==> src/rtl/ucsie_rx_adapter_if.sv <==
// Bundle of the adapter's handshake channels:
//   phy_rx_*  : beats arriving from the PHY receive path
//   rx_*      : FWFT head beat offered to the protocol layer
//   crd_ret_* : credit returns toward the link partner's transmitter
//   err_proto : sticky framing error
// slave  = adapter side, master = environment side (PHY, protocol layer, credit sink).
interface ucsie_rx_adapter_if #(
  parameter int DATA_W   = 256,
  parameter int CREDIT_W = 8
);
  logic                  phy_rx_valid;
  logic                  phy_rx_ready;
  logic [DATA_W-1:0]     phy_rx_data;
  logic [DATA_W/8-1:0]   phy_rx_strb;
  logic                  phy_rx_sop;
  logic                  phy_rx_eop;

  logic                  rx_valid;
  logic                  rx_ready;
  logic [DATA_W-1:0]     rx_data;
  logic [DATA_W/8-1:0]   rx_strb;
  logic                  rx_sop;
  logic                  rx_eop;

  logic                  crd_ret_valid;
  logic                  crd_ret_ready;
  logic [CREDIT_W-1:0]   crd_ret_cnt;

  logic                  err_proto;

  modport slave (
    input  phy_rx_valid, phy_rx_data, phy_rx_strb, phy_rx_sop, phy_rx_eop,
    output phy_rx_ready,
    output rx_valid, rx_data, rx_strb, rx_sop, rx_eop,
    input  rx_ready,
    output crd_ret_valid, crd_ret_cnt,
    input  crd_ret_ready,
    output err_proto
  );

  modport master (
    output phy_rx_valid, phy_rx_data, phy_rx_strb, phy_rx_sop, phy_rx_eop,
    input  phy_rx_ready,
    input  rx_valid, rx_data, rx_strb, rx_sop, rx_eop,
    output rx_ready,
    input  crd_ret_valid, crd_ret_cnt,
    output crd_ret_ready,
    input  err_proto
  );
endinterface

==> src/rtl/ucsie_rx_adapter.sv <==
// UCIe receive-side adapter: SOP/EOP framing check, FWFT beat FIFO toward
// the protocol layer, and per-beat credit return to the link partner.
// Optional feature macro: UCSIE_RX_CRD_COALESCE_EN
//   defined   -> credits are returned once CRD_THRESH have accumulated, or
//                after CRD_TIMEOUT idle cycles with a partial count.
//   undefined -> a return is issued whenever any credit is pending.
module ucsie_rx_adapter #(
  parameter int DATA_W      = 256,
  parameter int FIFO_DEPTH  = 16,
  parameter int CREDIT_W    = 8,
  parameter int CRD_THRESH  = 8,
  parameter int CRD_TIMEOUT = 32
) (
  input  logic             clk,
  input  logic             rst,
  ucsie_rx_adapter_if.slave bus
);
  localparam int STRB_W = DATA_W / 8;
  localparam int AW     = $clog2(FIFO_DEPTH);
  localparam int ENT_W  = DATA_W + STRB_W + 2;

  // Elaboration-time parameter sanity checks.
  if ((FIFO_DEPTH < 2) || (FIFO_DEPTH > 128) || ((FIFO_DEPTH & (FIFO_DEPTH - 1)) != 0)) begin : g_bad_depth
    $error("FIFO_DEPTH must be a power of two in 2..128");
  end
  if (FIFO_DEPTH >= (1 << CREDIT_W)) begin : g_bad_credit_w
    $error("CREDIT_W too narrow to hold FIFO_DEPTH");
  end
  if ((CRD_THRESH < 1) || (CRD_THRESH > FIFO_DEPTH)) begin : g_bad_thresh
    $error("CRD_THRESH must be in 1..FIFO_DEPTH");
  end
  if ((CRD_TIMEOUT < 1) || (CRD_TIMEOUT > 255)) begin : g_bad_timeout
    $error("CRD_TIMEOUT must be in 1..255");
  end

  typedef enum logic {IDLE, IN_PKT} state_t;

  state_t              r_state;
  logic                r_err_proto;
  logic [ENT_W-1:0]    r_mem [FIFO_DEPTH];
  logic [AW:0]         r_wr_ptr;
  logic [AW:0]         r_rd_ptr;
  logic [CREDIT_W-1:0] r_pending;
  logic [CREDIT_W-1:0] r_crd_cnt;
  logic                r_crd_valid;

  logic                w_full;
  logic                w_empty;
  logic                w_accept;
  logic                w_write;
  logic                w_pop;
  logic                w_crd_hs;
  logic                w_trigger;
  logic [CREDIT_W-1:0] w_pop_inc;
  logic [ENT_W-1:0]    w_head;

  // Extra wrap bit on each pointer separates full from empty.
  assign w_full    = (r_wr_ptr[AW] != r_rd_ptr[AW]) && (r_wr_ptr[AW-1:0] == r_rd_ptr[AW-1:0]);
  assign w_empty   = (r_wr_ptr == r_rd_ptr);
  assign w_accept  = bus.phy_rx_valid && !w_full;
  // A beat without SOP outside a packet is dropped rather than stored.
  assign w_write   = w_accept && (bus.phy_rx_sop || (r_state == IN_PKT));
  assign w_pop     = !w_empty && bus.rx_ready;
  assign w_crd_hs  = r_crd_valid && bus.crd_ret_ready;
  assign w_pop_inc = CREDIT_W'(w_pop);

  // Ingress framing FSM with the sticky protocol error as a registered output.
  // NOTE: sequential state uses non-blocking (<=) so every flop samples pre-edge values.
  always_ff @(posedge clk) begin
    if (rst) begin
      r_state     <= IDLE;
      r_err_proto <= 1'b0;
    end else if (w_accept) begin
      case (r_state)
        IDLE: begin
          if (bus.phy_rx_sop) r_state <= bus.phy_rx_eop ? IDLE : IN_PKT;
          else                r_err_proto <= 1'b1;
        end
        IN_PKT: begin
          if (bus.phy_rx_sop) r_err_proto <= 1'b1;
          r_state <= bus.phy_rx_eop ? IDLE : IN_PKT;
        end
        default: r_state <= IDLE;
      endcase
    end
  end

  // Beat storage.
  // NOTE: the array is deliberately not reset; pointers define validity and the
  // egress mux forces zeros while empty, so stale contents are never visible.
  always_ff @(posedge clk) begin
    if (w_write) begin
      r_mem[r_wr_ptr[AW-1:0]] <= {bus.phy_rx_data, bus.phy_rx_strb, bus.phy_rx_sop, bus.phy_rx_eop};
    end
  end

  // Read/write pointer advance.
  always_ff @(posedge clk) begin
    if (rst) begin
      r_wr_ptr <= '0;
      r_rd_ptr <= '0;
    end else begin
      if (w_write) r_wr_ptr <= r_wr_ptr + 1'b1;
      if (w_pop)   r_rd_ptr <= r_rd_ptr + 1'b1;
    end
  end

  // First-word-fall-through head; zeros when nothing is buffered.
  assign w_head           = r_mem[r_rd_ptr[AW-1:0]];
  assign bus.phy_rx_ready = !w_full;
  assign bus.rx_valid     = !w_empty;
  assign {bus.rx_data, bus.rx_strb, bus.rx_sop, bus.rx_eop} = w_empty ? '0 : w_head;

`ifdef UCSIE_RX_CRD_COALESCE_EN
  logic [7:0] r_idle_tmr;

  // Idle timer: counts cycles with credits waiting, no pop and no return in flight.
  always_ff @(posedge clk) begin
    if (rst || w_pop || w_crd_hs) begin
      r_idle_tmr <= '0;
    end else if ((r_pending != '0) && !r_crd_valid && (r_idle_tmr != 8'hFF)) begin
      r_idle_tmr <= r_idle_tmr + 8'd1;
    end
  end

  assign w_trigger = (r_pending >= CREDIT_W'(CRD_THRESH)) ||
                     ((r_idle_tmr >= 8'(CRD_TIMEOUT)) && (r_pending != '0));
`else
  assign w_trigger = (r_pending != '0);
`endif

  // Credit accounting and return channel; the reset value is the initial grant.
  always_ff @(posedge clk) begin
    if (rst) begin
      r_pending   <= CREDIT_W'(FIFO_DEPTH);
      r_crd_valid <= 1'b0;
      r_crd_cnt   <= '0;
    end else if (w_crd_hs) begin
      r_pending   <= r_pending - r_crd_cnt + w_pop_inc;
      r_crd_valid <= 1'b0;
    end else begin
      if (!r_crd_valid && w_trigger) begin
        r_crd_valid <= 1'b1;
        r_crd_cnt   <= r_pending;
      end
      r_pending <= r_pending + w_pop_inc;
    end
  end

  assign bus.crd_ret_valid = r_crd_valid;
  assign bus.crd_ret_cnt   = r_crd_cnt;
  assign bus.err_proto     = r_err_proto;

endmodule
==> src/flat_wrapper.sv <==
// flat-port wrapper written by rule: the top's interface ports become plain ports
module ucsie_rx_adapter_flat 
#(
  parameter int DATA_W      = 256,
  parameter int FIFO_DEPTH  = 16,
  parameter int CREDIT_W    = 8,
  parameter int CRD_THRESH  = 8,
  parameter int CRD_TIMEOUT = 32
)
  (clk, rst, bus_phy_rx_valid, bus_phy_rx_data, bus_phy_rx_strb, bus_phy_rx_sop, bus_phy_rx_eop, bus_phy_rx_ready, bus_rx_valid, bus_rx_data, bus_rx_strb, bus_rx_sop, bus_rx_eop, bus_rx_ready, bus_crd_ret_valid, bus_crd_ret_cnt, bus_crd_ret_ready, bus_err_proto);
  ucsie_rx_adapter_if #(.DATA_W(DATA_W), .CREDIT_W(CREDIT_W)) bus_i ();
  input  logic clk;
  input  logic rst;
  input wire logic [$bits(bus_i.phy_rx_valid)-1:0] bus_phy_rx_valid;
  input wire logic [$bits(bus_i.phy_rx_data)-1:0] bus_phy_rx_data;
  input wire logic [$bits(bus_i.phy_rx_strb)-1:0] bus_phy_rx_strb;
  input wire logic [$bits(bus_i.phy_rx_sop)-1:0] bus_phy_rx_sop;
  input wire logic [$bits(bus_i.phy_rx_eop)-1:0] bus_phy_rx_eop;
  output wire logic [$bits(bus_i.phy_rx_ready)-1:0] bus_phy_rx_ready;
  output wire logic [$bits(bus_i.rx_valid)-1:0] bus_rx_valid;
  output wire logic [$bits(bus_i.rx_data)-1:0] bus_rx_data;
  output wire logic [$bits(bus_i.rx_strb)-1:0] bus_rx_strb;
  output wire logic [$bits(bus_i.rx_sop)-1:0] bus_rx_sop;
  output wire logic [$bits(bus_i.rx_eop)-1:0] bus_rx_eop;
  input wire logic [$bits(bus_i.rx_ready)-1:0] bus_rx_ready;
  output wire logic [$bits(bus_i.crd_ret_valid)-1:0] bus_crd_ret_valid;
  output wire logic [$bits(bus_i.crd_ret_cnt)-1:0] bus_crd_ret_cnt;
  input wire logic [$bits(bus_i.crd_ret_ready)-1:0] bus_crd_ret_ready;
  output wire logic [$bits(bus_i.err_proto)-1:0] bus_err_proto;
  assign bus_i.phy_rx_valid = bus_phy_rx_valid;
  assign bus_i.phy_rx_data = bus_phy_rx_data;
  assign bus_i.phy_rx_strb = bus_phy_rx_strb;
  assign bus_i.phy_rx_sop = bus_phy_rx_sop;
  assign bus_i.phy_rx_eop = bus_phy_rx_eop;
  assign bus_phy_rx_ready = bus_i.phy_rx_ready;
  assign bus_rx_valid = bus_i.rx_valid;
  assign bus_rx_data = bus_i.rx_data;
  assign bus_rx_strb = bus_i.rx_strb;
  assign bus_rx_sop = bus_i.rx_sop;
  assign bus_rx_eop = bus_i.rx_eop;
  assign bus_i.rx_ready = bus_rx_ready;
  assign bus_crd_ret_valid = bus_i.crd_ret_valid;
  assign bus_crd_ret_cnt = bus_i.crd_ret_cnt;
  assign bus_i.crd_ret_ready = bus_crd_ret_ready;
  assign bus_err_proto = bus_i.err_proto;
  ucsie_rx_adapter #(.DATA_W(DATA_W), .FIFO_DEPTH(FIFO_DEPTH), .CREDIT_W(CREDIT_W), .CRD_THRESH(CRD_THRESH), .CRD_TIMEOUT(CRD_TIMEOUT)) u_core (.clk(clk), .rst(rst), .bus(bus_i));
endmodule
==> config.mk <==
export PLATFORM = sky130hd
export DESIGN_NAME = ucsie_rx_adapter_flat
export DESIGN_NICKNAME = d
export VERILOG_FILES = /design/src/rtl/ucsie_rx_adapter_if.sv /design/src/rtl/ucsie_rx_adapter.sv /design/src/flat_wrapper.sv
export SDC_FILE = /design/constraint.sdc
export NUM_CORES = 2
export LEC_CHECK = 0
export BUFFER_PORTS_ARGS = -buffer_cell sky130_fd_sc_hd__buf_2
export CAP_MARGIN = 30
export CORE_ASPECT_RATIO = 1.5
export CORE_MARGIN = 2
export CORE_UTILIZATION = 30
export CTS_CLUSTER_DIAMETER = 200
export DETAILED_ROUTE_END_ITERATION = 6
export SLEW_MARGIN = 20
export SYNTH_ARGS = -nofsm -noshare
export SYNTH_HDL_FRONTEND = slang
export SYNTH_MEMORY_MAX_BITS = 65536
export SYNTH_SLANG_ARGS = --single-unit
==> constraint.sdc <==
create_clock -name clk -period 69.7 [get_ports clk]
set_clock_uncertainty 0.05 [all_clocks]
set_input_delay 17.425 -clock clk [delete_from_list [all_inputs] [get_ports clk]]
set_output_delay 17.425 -clock clk [all_outputs]
set_load 0.005 [all_outputs]
# Word level (Yosys, flattened, before mapping)
# Memories as Yosys holds them, arrays and structs flattened. A register that Yosys moved wholly into a read port is not among the register bits.
# Index checks and enable logic that the tools add are counted.
[totals]
register_bits = 29
ramBits = 4640
in_bits = 295
wordCells = 46
memories = 1
[memory_table]
columns = ["memory", "depth", "width", "read_ports", "rd_ports_with_merged_regs", "write_ports", "line_no", "source"]
rows = [
  ["u_core.r_mem", 16, 290, 1, 1, 1, "ucsie_rx_adapter.sv:40", "logic [ENT_W-1:0] r_mem [FIFO_DEPTH];"],
]
[classes]
n_addsub = 5
eq_ne = 5
mux = 12
bitwise = 2
n_reduce_logical = 14
[ops]
columns = ["operator", "n"]
rows = [
  ["$mux W290", 1],
  ["$add A8 B1 Y8", 2],
  ["$add A5 B1 Y5 const B", 2],
  ["$mux W4", 2],
  ["$mux W8", 1],
  ["$reduce_bool A8 Y1", 1],
  ["$sub A8 B8 Y8", 1],
  ["$logic_and A1 B1 Y1", 6],
  ["$mux W1", 6],
  ["$eq A5 B5 Y1", 1],
  ["$eq A4 B4 Y1", 1],
  ["$ne A2 B2 Y1 const B", 2],
  ["$pmux W1 S2", 2],
  ["$logic_not A1 Y1", 3],
  ["$reduce_and A3 Y1", 1],
  ["$not A1 Y1", 2],
  ["$reduce_and A2 Y1", 1],
  ["$reduce_or A2 Y1", 1],
  ["$logic_or A1 B1 Y1", 1],
  ["$ne A1 B1 Y1", 1],
]

# Longest topological paths before layout
[logic_depth]
depth_word = 7
mapped_depth = 13

# Worst setup path before layout
# Ideal clock, no wire load.
[synth_timing]
path_kind = "in2reg"
from = "in bus_phy_rx_sop"
to = "mem u_core.r_mem[3][0] (netlist name) (enable)"
setup_time_ns = 1.298
arrival_time_ns = 37.466
required_ns = 68.352
slack_ns = 30.887
cell_stages = 5
path_buffers = 0
cell_sequence = "inv_1 ha_1 nor2b_1 o211ai_1 nor3_1"
[synth_via]
elab_chain_len = 4
[synth_lines]
columns = ["item", "line_no", "source"]
rows = [
  ["start: declaration", "flat_wrapper.sv:17", "input wire logic [$bits(bus_i.phy_rx_sop)-1:0] bus_phy_rx_sop;"],
  ["$logic_or A1 B1 Y1", "ucsie_rx_adapter.sv:62", "assign w_write = w_accept && (bus.phy_rx_sop || (r_state == IN_PKT));"],
  ["$logic_and A1 B1 Y1", "ucsie_rx_adapter.sv:62", ""],
  ["$mux W1", "ucsie_rx_adapter.sv:92", "if (w_write) begin"],
  ["$mux W1 (not written as such)", "ucsie_rx_adapter.sv:93", "r_mem[r_wr_ptr[AW-1:0]] <= {bus.phy_rx_data, bus.phy_rx_strb, bus.phy_rx_sop, bus.phy_rx_eop};"],
  ["end: declaration", "ucsie_rx_adapter.sv:40", ""],
]
# Every way passes these cells.

==> reports/metrics.yaml <==
status:
  status: "completed"
min_path:
  min_path_type: "reg2reg"
  hold_depth: 2
  hp-start: "u_core.bus.err_proto"
  min_to: "u_core.bus.err_proto"
die:
  start_util_pct: 30.1
  die_area_um2: 604000
  core.rowCount: 347
  die_h_um: 951
  die_w_um: 635
  coreArea_um2: 595000
  io-pin-count: 597
sta:
  finalCritPeriodShare_pct: 37.0
  slew_viol_final: 0
  slew_headroom_pct: 30.2
  worstMarginPinSlew_ps: 1050
  rsz0062_at_grt: "false"
  finalHoldViolCount: 0
  setup_viol: 0
  setup_ws_ps: 43930
  layout_min_cycle_time_ps: 25770
  fin_tns_setup_ps: 0
  hold_slack_ps: 442
  fmax_ghz: 0.0388
cts:
  post-cts-setup-buffer-count: 0
  cts_sinks: 4673
  path_clk_slew_ps: 70
  numCtsBuffers: 427
  cts_resized: 0
  tritoncts: "built"
  cts_hold_buf: 0
  cts_max_path_buffers: 4
  cts-root-buf: "clkbuf_16"
  clkLatencyLatePin_ps: 1020
  h-tree-depth: 5
drt:
  routed_wl_um: 452000
  num_vias: 83700
  avgRoutedWirePerCell_um: 27.1
  met1Wirelength_um: 176000
  maxUsedRoutingLayer: "met5"
  drc_errors: 0
  drtIter0Drc: 7831
  first_pass_iters: 6
  dr_wl_met3_um: 25600
  antenna_left: 0
  met2_length_um: 238000
  viasPerCell: 5.01
critical_path:
  path_cells: "buf_12, buf_4, buf_4, buf_4, buf_4, buf_4, buf_16, buf_4, mux4_2, nor2b_1, a211oi_1, a211oi_1, buf_2"
  endpoint_kind: "primary output"
  rr_startpoint: "u_core.r_wr_ptr[2]"
  cp_common_cell: "buf_4"
  critPathKind: "reg2out"
  slowest_stage: "buf_4"
  cpLargestDelayFamily: "buffers and inverters"
  arrival_ps: 8290
  start_kind: "flop"
  reg2regPathDepth: 8
  path_max_fanout: 79
  worst-path-buf-inv: 9
  slowest_delay_ps: 800
  critPathRequiredTime_ps: 52220
  r2r_end: "u_core.r_mem[0][155]"
  r2r_slack_ps: 63720
yosys:
  synth_ff_type: "edfxtp_1"
  async_reset_ff_share_pct: 0
  syn-num-nets: 7976
  avgSynthCellArea_um2: 23.4
  yosysUniqueCellTypes: 44
  ys_ff_latch: 4673
  yosys_warnings: 0
  syn_inst: 7658
  ys_seq_area_share_pct: 78.1
  synth_edf_count: 4640
  syn-cell-area_um2: 179000
power:
  vdd_ir_drop_max_uv: 26.0
  p_per_area_nw_per_um2: 29.7
  swShare_pct: 23.5
  p_seq_share_pct: 51.1
  clkPwrFrac_pct: 37.7
  power.leakage_nw: 61.2
  power_switching_mw: 1.43
  power_frac_comb_pct: 11.1
  intPower_mw: 4.67
global_routing:
  grt_pass1_wl_um: 640000
  grt_usage_pct: 14.5
  grt_pass1_vias: 87200
  antenna_found_initial: 146
  grt-ovfl-total: 0
  grt_max_degree: 120
placement:
  post-place-ws_ps: 44400
  dpl.hpwl_um: 247000
  gp_congestion: 0.742
  port_buffers: 596
cells_and_area:
  layout.nets: 8769
  drive_gt1_share_pct: 29.6
  post-route-util_pct: 34.5
  syn_to_final_growth_pct: 14.6
run:
  cap_violations: 0
[worst max-delay path by stage]
stage | endpoint | slack [ps] | cells after the start
2_1_floorplan | u_core.r_mem[3][0] | 30890 | 5
4_1_cts | bus_rx_data[147] | 43190 | 12
3_3_place_gp | bus_rx_data[147] | 44430 | 12
6_report | bus_rx_data[147] | 43930 | 13
3_5_place_dp | bus_rx_data[147] | 44400 | 12
5_1_grt | bus_rx_data[151] | 42990 | 13
[layer usage]
metal,up-vias,GRT usage [%]
li1,34400,-
met1,45600,17.7
met2,2910,26.2
met3,757,2.26
met4,52,4.30
met5,-,0
[synthesized netlist by cell type, types with 3 or more instances]
| library cell | count | area (um^2) |
|---|---|---|
| edfxtp_1 | 4640 | 139000 |
| buf_6 | 99 | 1110 |
| ha_1 | 22 | 275 |
| buf_2 | 101 | 505 |
| nor2b_1 | 300 | 1880 |
| clkbuf_4 | 18 | 135 |
| xnor2_1 | 17 | 149 |
| buf_1 | 13 | 48.8 |
| and2_1 | 3 | 18.8 |
| clkbuf_1 | 196 | 736 |
| a211oi_1 | 583 | 4380 |
| mux2i_1 | 297 | 2970 |
| mux4_2 | 1160 | 26100 |
| o21ai_0 | 5 | 25.0 |
| inv_1 | 19 | 71.3 |
| nand3_1 | 6 | 30.0 |
| nand4_1 | 6 | 37.5 |
| xor2_1 | 5 | 43.8 |
| and3_1 | 16 | 100 |
| a31oi_1 | 3 | 18.8 |
| buf_4 | 32 | 240 |
| nor2_1 | 30 | 113 |
| dfxtp_1 | 33 | 661 |
| nor4_1 | 3 | 18.8 |
| nand2_1 | 14 | 52.6 |
| a21oi_1 | 14 | 70.1 |
| o211ai_1 | 3 | 22.5 |
[cell type report]
| type | count | area [um^2] |
|---|---|---|
| repair buffers | 824 | 5080 |
| clock inverters | 249 | 2570 |
| flip-flops and latches | 4673 | 140000 |
| diodes | 49 | 123 |
| fillers | 54700 | 390000 |
| multi-input cells | 2506 | 36600 |
| inverters | 19 | 71.3 |
| clock buffers | 526 | 11100 |
| well taps | 7852 | 9820 |
[worst register-to-register path: cells and delay by family (launching register included)]
kind	cells	cell delay [ps]
AO/OA/AOI/OAI	1	580
AND/OR/NAND/NOR	2	1180
XOR/XNOR	1	160
flip-flops	1	520
buffers and inverters	4	2990
[power groups by stage]
stage | clock, mW | sequential [mW] | combinational (mW)
6_report | 2.30 | 3.12 | 0.680
2_1_floorplan | 0 | 3.18 | 0.460
4_1_cts | 2.35 | 3.12 | 0.695
3_3_place_gp | 0 | 3.18 | 0.680
3_5_place_dp | 0 | 3.18 | 0.693
5_1_grt | 2.45 | 3.12 | 0.732
[through the flow]
stage	cells	power, mW	area, um^2
3_3_place_gp	15900	3.86	191000
3_5_place_dp	15900	3.87	191000
6_report	16700	6.10	205000
5_1_grt	16700	6.30	205000
2_1_floorplan	7658	3.64	179000
4_1_cts	16600	6.16	205000
[cells by family (layout without fill, tap and decap cells)]
family	after synthesis	count (layout)	share of synthesized area [%]
other	0	49	0
buffers and inverters	479	1618	1.59
xor gates and xnor gates	22	22	0.107
and+or+nand+nor	386	386	1.28
AOI/OAI and AO/OA	616	616	2.56
muxes	1459	1459	16.2
DFF	4673	4673	78.1
adders and majority gates	23	23	0.165
[sequential cells by signal, summed over array words and instances (netlist names), named ones only]
signal and cells:
u_core.r_state 1, u_core.r_wr_ptr 5, u_core.bus.err_proto 1, u_core.r_pending 8
u_core.bus.crd_ret_valid 1, u_core.r_mem 4640, u_core.r_rd_ptr 5, u_core.bus.crd_ret_cnt 8
[layout by cell type (no fill, tap or decap), types with 6 or more instances in the layout]
master and n:
a211oi_1 572, a211oi_2 11, a21oi_1 13, and3_4 13, buf_12 19, buf_16 9, buf_2 609, buf_4 187
bufinv_16 29, clkbuf_1 94, clkbuf_16 430, clkinv_1 96, clkinv_16 23, clkinv_2 69, clkinv_4 7, clkinvlp_4 13
dfxtp_1 29, diode_2 49, edfxtp_1 4640, ha_1 22, inv_1 19, mux2i_1 297, mux4_2 1160, nand2_1 14
nand3_1 6, nand4_1 6, nor2_1 29, nor2b_1 299, xnor2_1 17
(Power assumes the default switching activity.)
